===== src/rtl/spi_flash_cmd_engine_if.sv =====
// Command-side bus between the APB flash bridge and the SPI command engine.
// The bridge drives requests; the engine returns busy/done and read bytes.
interface spi_flash_cmd_engine_if;
  logic [4:0]  cmd_type;
  logic [7:0]  cmd_code;
  logic [23:0] cmd_addr;
  logic [31:0] cmd_wdata;
  logic        cmd_busy;
  logic        cmd_done;
  logic [7:0]  cmd_rdata;
  logic        cmd_rvalid;

  modport master (
    output cmd_type, cmd_code, cmd_addr, cmd_wdata,
    input  cmd_busy, cmd_done, cmd_rdata, cmd_rvalid
  );

  modport slave (
    input  cmd_type, cmd_code, cmd_addr, cmd_wdata,
    output cmd_busy, cmd_done, cmd_rdata, cmd_rvalid
  );
endinterface


===== src/rtl/spi_flash_cmd_engine.sv =====
// Serialises one flash command per request onto SPI mode-0 pins (sck = spi_clk/2),
// MSB-first, returning read bytes and an end-of-frame pulse.
module spi_flash_cmd_engine #(
  parameter int RD_BYTES    = 4,
  parameter int WR_BYTES    = 4,
  parameter int CS_HIGH_CYC = 4
) (
  input  logic                    spi_clk,
  input  logic                    spi_resetn,
  spi_flash_cmd_engine_if.slave   cmd,
  output logic                    flash_cs_n,
  output logic                    flash_sck,
  output logic                    flash_mosi,
  input  logic                    flash_miso
);

  localparam int          GAP_W    = (CS_HIGH_CYC > 1) ? $clog2(CS_HIGH_CYC) : 1;
  localparam logic [GAP_W-1:0] GAP_LOAD = GAP_W'(CS_HIGH_CYC - 1);
  localparam logic [6:0]  RD_BITS  = 7'(8 * RD_BYTES);
  localparam logic [6:0]  WR_BITS  = 7'(8 * WR_BYTES);

  typedef enum logic [2:0] {IDLE, CS_SETUP, SHIFT, CS_HOLD, GAP} state_t;

  state_t           state_r;
  logic             frame_valid_r;
  logic [63:0]      tx_sr_r;
  logic [6:0]       tx_bits_r;
  logic [6:0]       total_bits_r;
  logic [6:0]       bit_cnt_r;
  logic [6:0]       rx_sr_r;
  logic [GAP_W-1:0] gap_cnt_r;
  logic             cs_n_r, sck_r, mosi_r;
  logic             busy_r, done_r, rvalid_r;
  logic [7:0]       rdata_r;

  logic             dec_valid_s;
  logic [63:0]      dec_frame_s;
  logic [6:0]       dec_tx_bits_s;
  logic [6:0]       dec_total_s;
  logic [31:0]      wr_seq_s;

  // Frame image (left-aligned, zero padded) and bit counts for the offered command
  always_comb begin
    wr_seq_s      = {cmd.cmd_wdata[7:0], cmd.cmd_wdata[15:8],
                     cmd.cmd_wdata[23:16], cmd.cmd_wdata[31:24]};
    dec_valid_s   = 1'b1;
    dec_frame_s   = {cmd.cmd_code, 56'd0};
    dec_tx_bits_s = 7'd8;
    dec_total_s   = 7'd8;
    case (cmd.cmd_type)
      5'b10000: dec_total_s = 7'd32;
      5'b10001, 5'b10100: dec_total_s = 7'd8;
      5'b10010: begin
        dec_frame_s   = {cmd.cmd_code, cmd.cmd_addr, 32'd0};
        dec_tx_bits_s = 7'd32;
        dec_total_s   = 7'd32;
      end
      5'b10011: dec_total_s = 7'd16;
      5'b10101: begin
        dec_frame_s   = {cmd.cmd_code, cmd.cmd_addr, wr_seq_s};
        dec_tx_bits_s = 7'd32 + WR_BITS;
        dec_total_s   = 7'd32 + WR_BITS;
      end
      5'b10111: begin
        dec_frame_s   = {cmd.cmd_code, cmd.cmd_addr, 32'd0};
        dec_tx_bits_s = 7'd32;
        dec_total_s   = 7'd32 + RD_BITS;
      end
      default: dec_valid_s = 1'b0;
    endcase
  end

  // Frame sequencer: sck phase, shift/sample on the falling phase, CS gap timing
  always_ff @(posedge spi_clk) begin
    if (!spi_resetn) begin
      state_r       <= IDLE;
      frame_valid_r <= 1'b0;
      tx_sr_r       <= 64'd0;
      tx_bits_r     <= 7'd0;
      total_bits_r  <= 7'd0;
      bit_cnt_r     <= 7'd0;
      rx_sr_r       <= 7'd0;
      gap_cnt_r     <= GAP_W'(0);
      cs_n_r        <= 1'b1;
      sck_r         <= 1'b0;
      mosi_r        <= 1'b0;
      busy_r        <= 1'b0;
      done_r        <= 1'b0;
      rvalid_r      <= 1'b0;
      rdata_r       <= 8'h00;
    end else begin
      done_r   <= 1'b0;
      rvalid_r <= 1'b0;
      case (state_r)
        IDLE: begin
          if (cmd.cmd_type[4]) begin
            state_r       <= CS_SETUP;
            busy_r        <= 1'b1;
            frame_valid_r <= dec_valid_s;
            tx_sr_r       <= dec_frame_s;
            tx_bits_r     <= dec_tx_bits_s;
            total_bits_r  <= dec_total_s;
            bit_cnt_r     <= 7'd0;
            rx_sr_r       <= 7'd0;
          end
        end
        CS_SETUP: begin
          if (frame_valid_r) begin
            cs_n_r  <= 1'b0;
            sck_r   <= 1'b0;
            mosi_r  <= tx_sr_r[63];
            state_r <= SHIFT;
          end else begin
            // Unknown command: finish immediately without touching the bus
            done_r  <= 1'b1;
            busy_r  <= 1'b0;
            state_r <= IDLE;
          end
        end
        SHIFT: begin
          if (!sck_r) begin
            if (bit_cnt_r == total_bits_r) begin
              cs_n_r    <= 1'b1;
              mosi_r    <= 1'b0;
              done_r    <= 1'b1;
              gap_cnt_r <= GAP_LOAD;
              state_r   <= CS_HOLD;
            end else begin
              sck_r <= 1'b1;
            end
          end else begin
            sck_r     <= 1'b0;
            bit_cnt_r <= bit_cnt_r + 7'd1;
            tx_sr_r   <= {tx_sr_r[62:0], 1'b0};
            mosi_r    <= tx_sr_r[62];
            // Read bits trail the transmit bits, so byte boundaries stay 8-aligned
            if (bit_cnt_r >= tx_bits_r) begin
              rx_sr_r <= {rx_sr_r[5:0], flash_miso};
              if (bit_cnt_r[2:0] == 3'd7) begin
                rdata_r  <= {rx_sr_r, flash_miso};
                rvalid_r <= 1'b1;
              end
            end
          end
        end
        CS_HOLD, GAP: begin
          if (gap_cnt_r == GAP_W'(0)) begin
            busy_r  <= 1'b0;
            state_r <= IDLE;
          end else begin
            gap_cnt_r <= gap_cnt_r - GAP_W'(1);
            state_r   <= GAP;
          end
        end
        default: begin
          state_r <= IDLE;
          cs_n_r  <= 1'b1;
          sck_r   <= 1'b0;
          busy_r  <= 1'b0;
        end
      endcase
    end
  end

  assign flash_cs_n     = cs_n_r;
  assign flash_sck      = sck_r;
  assign flash_mosi     = mosi_r;
  assign cmd.cmd_busy   = busy_r;
  assign cmd.cmd_done   = done_r;
  assign cmd.cmd_rdata  = rdata_r;
  assign cmd.cmd_rvalid = rvalid_r;

endmodule


===== src/flat_wrapper.sv =====
// flat-port wrapper written by rule: the top's interface ports become plain ports
module spi_flash_cmd_engine_flat 
#(
  parameter int RD_BYTES    = 4,
  parameter int WR_BYTES    = 4,
  parameter int CS_HIGH_CYC = 4
)
  (spi_clk, spi_resetn, flash_cs_n, flash_sck, flash_mosi, flash_miso, cmd_cmd_type, cmd_cmd_code, cmd_cmd_addr, cmd_cmd_wdata, cmd_cmd_busy, cmd_cmd_done, cmd_cmd_rdata, cmd_cmd_rvalid);
  spi_flash_cmd_engine_if cmd_i ();
  input  logic spi_clk;
  input  logic spi_resetn;
  output logic flash_cs_n;
  output logic flash_sck;
  output logic flash_mosi;
  input  logic flash_miso;
  input wire logic [$bits(cmd_i.cmd_type)-1:0] cmd_cmd_type;
  input wire logic [$bits(cmd_i.cmd_code)-1:0] cmd_cmd_code;
  input wire logic [$bits(cmd_i.cmd_addr)-1:0] cmd_cmd_addr;
  input wire logic [$bits(cmd_i.cmd_wdata)-1:0] cmd_cmd_wdata;
  output wire logic [$bits(cmd_i.cmd_busy)-1:0] cmd_cmd_busy;
  output wire logic [$bits(cmd_i.cmd_done)-1:0] cmd_cmd_done;
  output wire logic [$bits(cmd_i.cmd_rdata)-1:0] cmd_cmd_rdata;
  output wire logic [$bits(cmd_i.cmd_rvalid)-1:0] cmd_cmd_rvalid;
  assign cmd_i.cmd_type = cmd_cmd_type;
  assign cmd_i.cmd_code = cmd_cmd_code;
  assign cmd_i.cmd_addr = cmd_cmd_addr;
  assign cmd_i.cmd_wdata = cmd_cmd_wdata;
  assign cmd_cmd_busy = cmd_i.cmd_busy;
  assign cmd_cmd_done = cmd_i.cmd_done;
  assign cmd_cmd_rdata = cmd_i.cmd_rdata;
  assign cmd_cmd_rvalid = cmd_i.cmd_rvalid;
  spi_flash_cmd_engine #(.RD_BYTES(RD_BYTES), .WR_BYTES(WR_BYTES), .CS_HIGH_CYC(CS_HIGH_CYC)) u_core (.spi_clk(spi_clk), .spi_resetn(spi_resetn), .cmd(cmd_i), .flash_cs_n(flash_cs_n), .flash_sck(flash_sck), .flash_mosi(flash_mosi), .flash_miso(flash_miso));
endmodule

===== config.mk =====
export PLATFORM = sky130hd
export DESIGN_NAME = spi_flash_cmd_engine_flat
export DESIGN_NICKNAME = d
export VERILOG_FILES = /design/src/rtl/spi_flash_cmd_engine_if.sv /design/src/rtl/spi_flash_cmd_engine.sv /design/src/flat_wrapper.sv
export SDC_FILE = /design/constraint.sdc
export NUM_CORES = 1
export LEC_CHECK = 0
export ABC_CLOCK_PERIOD_IN_PS = 2100
export CAP_MARGIN = 40
export CORE_UTILIZATION = 52
export DETAILED_ROUTE_END_ITERATION = 16
export PLACE_DENSITY = 0.8
export RECOVER_POWER = 50
export SLEW_MARGIN = 25
export SYNTH_ARGS = -nofsm -noshare
export SYNTH_HDL_FRONTEND = slang
export SYNTH_SLANG_ARGS = --single-unit

===== constraint.sdc =====
create_clock -name spi_clk -period 2.1 [get_ports spi_clk]
set_input_delay 0.525 -clock spi_clk [delete_from_list [all_inputs] [get_ports spi_clk]]
set_output_delay 0.525 -clock spi_clk [all_outputs]
set_load 0.005 [all_outputs]

Word level (Yosys, flattened, before mapping) --
Index checks and enable logic that the tools add are counted.
Word-level totals: input port bits 72, output and inout port bits 14, flip-flop bits (word level) 112, logic and storage cells 108
Operators by class: add/subtract/negate cells 2, bitwise logic cells 2, magnitude comparators 1, reduce and logical (&&, ||, !) cells 22, mux-type cells 43, eq/ne operators 23
Operators by type and width (count):
- 64-bit 2-to-1 mux | 2
- 64-bit one-hot mux with 2 select lines | 1
- 56-bit one-hot mux with 2 select lines | 1
- 7-bit one-hot mux with 2 select lines | 3
- 5-bit equality test, second input constant | 7
- 7-bit 2-to-1 mux | 4
- 4-bit AND reduction | 6
- 7-bit one-hot mux with 3 select lines | 1
- 1-bit 2-to-1 mux | 16
- 3-bit 2-to-1 mux | 4
- 3-bit one-hot mux with 4 select lines | 1
- 2-bit by 1-bit != test with 1-bit output, second input constant | 5
- 3-bit AND reduction | 3
- 2-bit 2-to-1 mux | 4
- 2-bit != test, second input constant | 4
- 2-bit OR reduction | 4
- 7-bit by 1-bit adder with 7-bit output, second input constant | 1
- 7-bit equality test | 1
- 7-bit >= comparator | 1
- 7-bit OR reduction | 1
- 3-bit by 2-bit equality test with 1-bit output, second input constant | 2
- 3-bit equality test, second input constant | 2
- 1-bit one-hot mux with 3 select lines | 2
- 2-bit nonzero test | 3
- 11 further kinds | 14

Logic depth before layout (Yosys ltp) --
depth after elaboration 5, depth in mapped cells 7, mapped depth without buffers 6

Least setup slack after synthesis --
Ideal clock, no wire load.
path type register to register, from reg u_core.tx_bits_r[6], to reg u_core.rx_sr_r[0], buffers on the path 1, arrival time 1.772 ns, setup time 0.063 ns, period minus slack after synthesis 1.834 ns, data required time 2.037 ns, path slack 0.266 ns, stages on the path, launching flop included 8, path through dfxtp_1 -> inv_1 -> ha_1 -> or4b_4 -> o22a_1 -> buf_6 -> o21ai_4 -> a32o_1
Between the ends: word-level cells in the longest chain between the ends 3
RTL lines:
- from (decl) | RTL line spi_flash_cmd_engine.sv:27 | logic [6:0] tx_bits_r;
- from (signal assigned) | RTL line spi_flash_cmd_engine.sv:101 | tx_bits_r <= dec_tx_bits_s;
- 7-bit >= comparator | RTL line spi_flash_cmd_engine.sv:137 | if (bit_cnt_r >= tx_bits_r) begin
- 2-bit by 1-bit != test with 1-bit output (no line)
- 4-bit AND reduction (no line)
- to (signal assigned) | RTL line spi_flash_cmd_engine.sv:138 | rx_sr_r <= {rx_sr_r[5:0], flash_miso};
- to (decl) | RTL line spi_flash_cmd_engine.sv:30 | logic [6:0] rx_sr_r;
No other way between the ends. A chain may end at the register's enable or synchronous reset.

Worst setup path in the final report --
from in cmd_cmd_type[4], to reg u_core.tx_sr_r[26]
Between the ends: word-level cells in the longest chain between the ends 5, elaborated cells between the ends (all ways) 9, classes of those cells eq/ne (4); mux (3); reduce/logical (2)
RTL lines:
- from (decl) | RTL line flat_wrapper.sv:16 | input wire logic [$bits(cmd_i.cmd_type)-1:0] cmd_cmd_type;
- 5-bit equality test | RTL line spi_flash_cmd_engine.sv:50 | case (cmd.cmd_type)
- 2-bit OR reduction (no line)
- 56-bit one-hot mux with 2 select lines | RTL line spi_flash_cmd_engine.sv:50
- 64-bit 2-to-1 mux | RTL line spi_flash_cmd_engine.sv:96 | if (cmd.cmd_type[4]) begin
- 64-bit one-hot mux with 2 select lines | RTL line spi_flash_cmd_engine.sv:94 | case (state_r)
- to (signal assigned) | RTL line spi_flash_cmd_engine.sv:100 | tx_sr_r <= dec_frame_s;
- to (signal assigned) | RTL line spi_flash_cmd_engine.sv:134 | tx_sr_r <= {tx_sr_r[62:0], 1'b0};
- to (decl) | RTL line spi_flash_cmd_engine.sv:26 | logic [63:0] tx_sr_r;
Several ways; a longest one is shown, not always the timed one. The select of a mux whose other input is x is not followed.

==> impl_metrics.py <==
metrics = {
    "outcome": {
        "outcome": "complete, no violations",
    },
    "placed_design": {
        "hpwl_um": 7400,
        "place_congestion": 0.870,
        "portBuffers": 85,
    },
    "route": {
        "drt-initial-drc-count": 267,
        "routedWlPerCell_um": 15.4,
        "wirelength_um": 10900,
        "drt_first_pass_iters": 5,
        "avgViaCountPerCell": 5.92,
        "drcViolationCount": 0,
        "final_antenna_net_count": 0,
        "vias": 4184,
    },
    "layout": {
        "fillers": 665,
        "layout.nets": 676,
        "syn2layout_area_growth_pct": 28.9,
        "regArea_um2": 2100,
        "final_layout_size_suffix_gt1_share_pct": 10.8,
        "multiInputGateArea_um2": 2210,
        "final_common_cell": "dfxtp_1",
        "mostFrequentLayoutCells": "105 x dfxtp_1, 74 x nor2_1, 70 x clkdlybuf4s50_1, 68 x o21ai_0, 56 x a221oi_1",
        "antennaDiodeCount": 0,
    },
    "min_path": {
        "hold_path.class": "reg -> reg",
    },
    "grt": {
        "antenna_found_initial": 0,
        "grt_max_degree": 68,
        "gr-usage-all-layers_pct": 24.9,
        "grt_pass1_vias": 3845,
        "overflow": 0,
        "grt_first_pass_wirelength_um": 17800,
    },
    "synth": {
        "synth-async-reset-ratio_pct": 0,
        "synth_flop_cell": "dfxtp_1",
        "ys_ff_latch": 105,
        "synth_edf_count": 0,
        "synthCells": 511,
        "syn-num-nets": 590,
        "yosysTopAreaCell": "dfxtp_1",
        "synth.distinct_cells": 59,
        "synth.avg_cell_area_um2": 8.91,
        "syn_area_um2": 4550,
        "synth.top_cell.area_share_pct": 46.2,
        "ys_warn_count": 0,
        "ys_seq_area_share_pct": 46.2,
        "synth_area_leaders": "dfxtp_1 46%, a221oi_1 11%, o21ai_0 7.5%",
    },
    "sta": {
        "final-setup-viol-count": 0,
        "drv_slew": 0,
        "relSlewSlack_pct": 56.4,
        "fin_worst_skew_ns": 0.0117,
        "rsz0062_at_grt": "no",
        "post-route-min-period_ns": 1.96,
        "fmax_mhz": 510,
        "hold_viol_final": 0,
        "worst_slew_pin_slew_ns": 0.648,
        "tns_ns": 0,
        "period_share_pct": 93.4,
    },
    "setup_path": {
        "worstPathRequired_ns": 2.36,
        "worstSetupStartpointType": "primary input",
        "cp_max_fo": 20,
        "cp.arrival_ns": 2.22,
        "crit_path_end_kind": "register",
        "crit_type": "in -> reg",
    },
    "job": {
        "cap_violations": 0,
    },
    "die": {
        "start_util_pct": 54.6,
        "dieWidth_um": 95.5,
        "die-area_um2": 9130,
        "design.core.area_um2": 8340,
        "placementRows": 33,
        "top_level_ports": 86,
        "die_h_um": 95.5,
    },
    "power_and_ir_drop": {
        "power.leakage_nw": 2.17,
        "p_per_area_nw_per_um2": 666,
        "totalPowerFinal_mw": 3.91,
        "vdd_drop_max_v": 0.000533,
    },
    "cts": {
        "root_buffer": "clkbuf_8",
        "htreeDepth": 3,
        "clock_latency_ns": 0.37,
        "cts_made_buffers": 9,
        "cts.repair.resized": 0,
        "postCtsHoldBufs": 0,
        "clockBufferDepth": 2,
        "cts_sinks": 105,
        "path_clk_slew_ns": 0.10,
        "cts_tree": "done",
    },
}
-- metal layers --
layer	up-vias	global-route usage, %	wire length, um
met3	20	5.10	639
met2	144	40.7	5180
met5	-	0	0
li1	2075	-	-
met4	0	9.20	204
met1	1945	32.4	4890
-- critical path, cell delays in order --
cell and delay (ns):
dlygate4sd3_1 0.59, clkbuf_4 0.16, nand2b_1 0.12, nor4_2 0.06, clkbuf_2 0.18, buf_12 0.18, a221oi_1 0.29, nor2_1 0.10
-- metrics by stage --
stage / hold slack, ns / cells / area (um^2) / worst slack (ns) / util, %
finish: 0.472 / 707 / 5870 / 0.138 / 70.3
global route: 0.490 / 707 / 5870 / 0.0136 / 70.3
CTS: 0.472 / 705 / 5860 / 0.124 / 70.3
detailed placement: 0.460 / 689 / 5680 / -0.150 / 68.1
global placement: 0.452 / 689 / 5680 / -0.112 / 68.1
floorplan: 0.432 / 511 / 4550 / 0.266 / -
-- state kept, by name (all words and copies together) (netlist names) --
register / count
u_core.total_bits_r: 4
u_core.cmd.cmd_busy: 1
u_core.gap_cnt_r: 2
u_core.cmd.cmd_rvalid: 1
u_core.rx_sr_r: 7
u_core.flash_mosi: 1
u_core.cmd.cmd_rdata: 8
u_core.flash_sck: 1
u_core.tx_bits_r: 3
u_core.tx_sr_r: 64
u_core.bit_cnt_r: 7
u_core.state_r: 3
u_core.flash_cs_n: 1
u_core.cmd.cmd_done: 1
u_core.frame_valid_r: 1
-- synth_stat cells (7+ instances only) --
library cell / count
a21oi_1: 23
a221oi_1: 56
a311oi_1: 12
a32o_1: 7
buf_2: 9
clkbuf_1: 25
dfxtp_1: 105
ha_1: 7
inv_1: 8
nand2_1: 25
nand3_1: 14
nor2_1: 74
o21ai_0: 68
-- where the power goes --
group	switching (mW)	internal, mW
registers	0.0591	2.10
logic	0.278	0.315
clock network	0.710	0.446
-- area by class of cell --
type	instances	share of cell area, %
Multi-Input combinational cell	353	37.7
Sequential cell	105	35.8
Timing Repair Buffer	119	20.6
Tap cell	105	2.24
Clock buffer	10	2.18
Clock inverter	6	0.874
Inverter	9	0.576
-- kinds of logic (layout without fill, tap and decap cells) --
group | after synthesis | after routing | synth area share [%]
XOR/XNOR | 6 | 6 | 1.15
adder cells (fa/ha/maj) | 7 | 7 | 1.92
AND/OR/NAND/NOR | 155 | 155 | 16.6
AO/OA/AOI/OAI | 183 | 183 | 28.2
flip-flops | 105 | 105 | 46.2
multiplexers | 2 | 2 | 0.495
buffers and inverters | 53 | 144 | 5.36
-- what timing repair did --
item / CTS / global route
endpoints found under the hold margin: 0 / 0
setup buffers: 0 / 2
endpoints found under the setup margin: 0 / 5
-- path summary, 6_finish.rpt --
kind                                     startpoint                   to  slack [ns]  depth (start not counted)
worst max register to register  u_core.tx_bits_r[6]    u_core.rx_sr_r[2]        0.16                          6
worst max-delay path                cmd_cmd_type[4]   u_core.tx_sr_r[26]        0.14                          8
worst min register to register  u_core.tx_bits_r[5]  u_core.tx_bits_r[5]        0.47                          2
worst min-delay path            u_core.tx_bits_r[5]  u_core.tx_bits_r[5]        0.47                          2
Note: power is estimated with default switching activity, not from simulation.
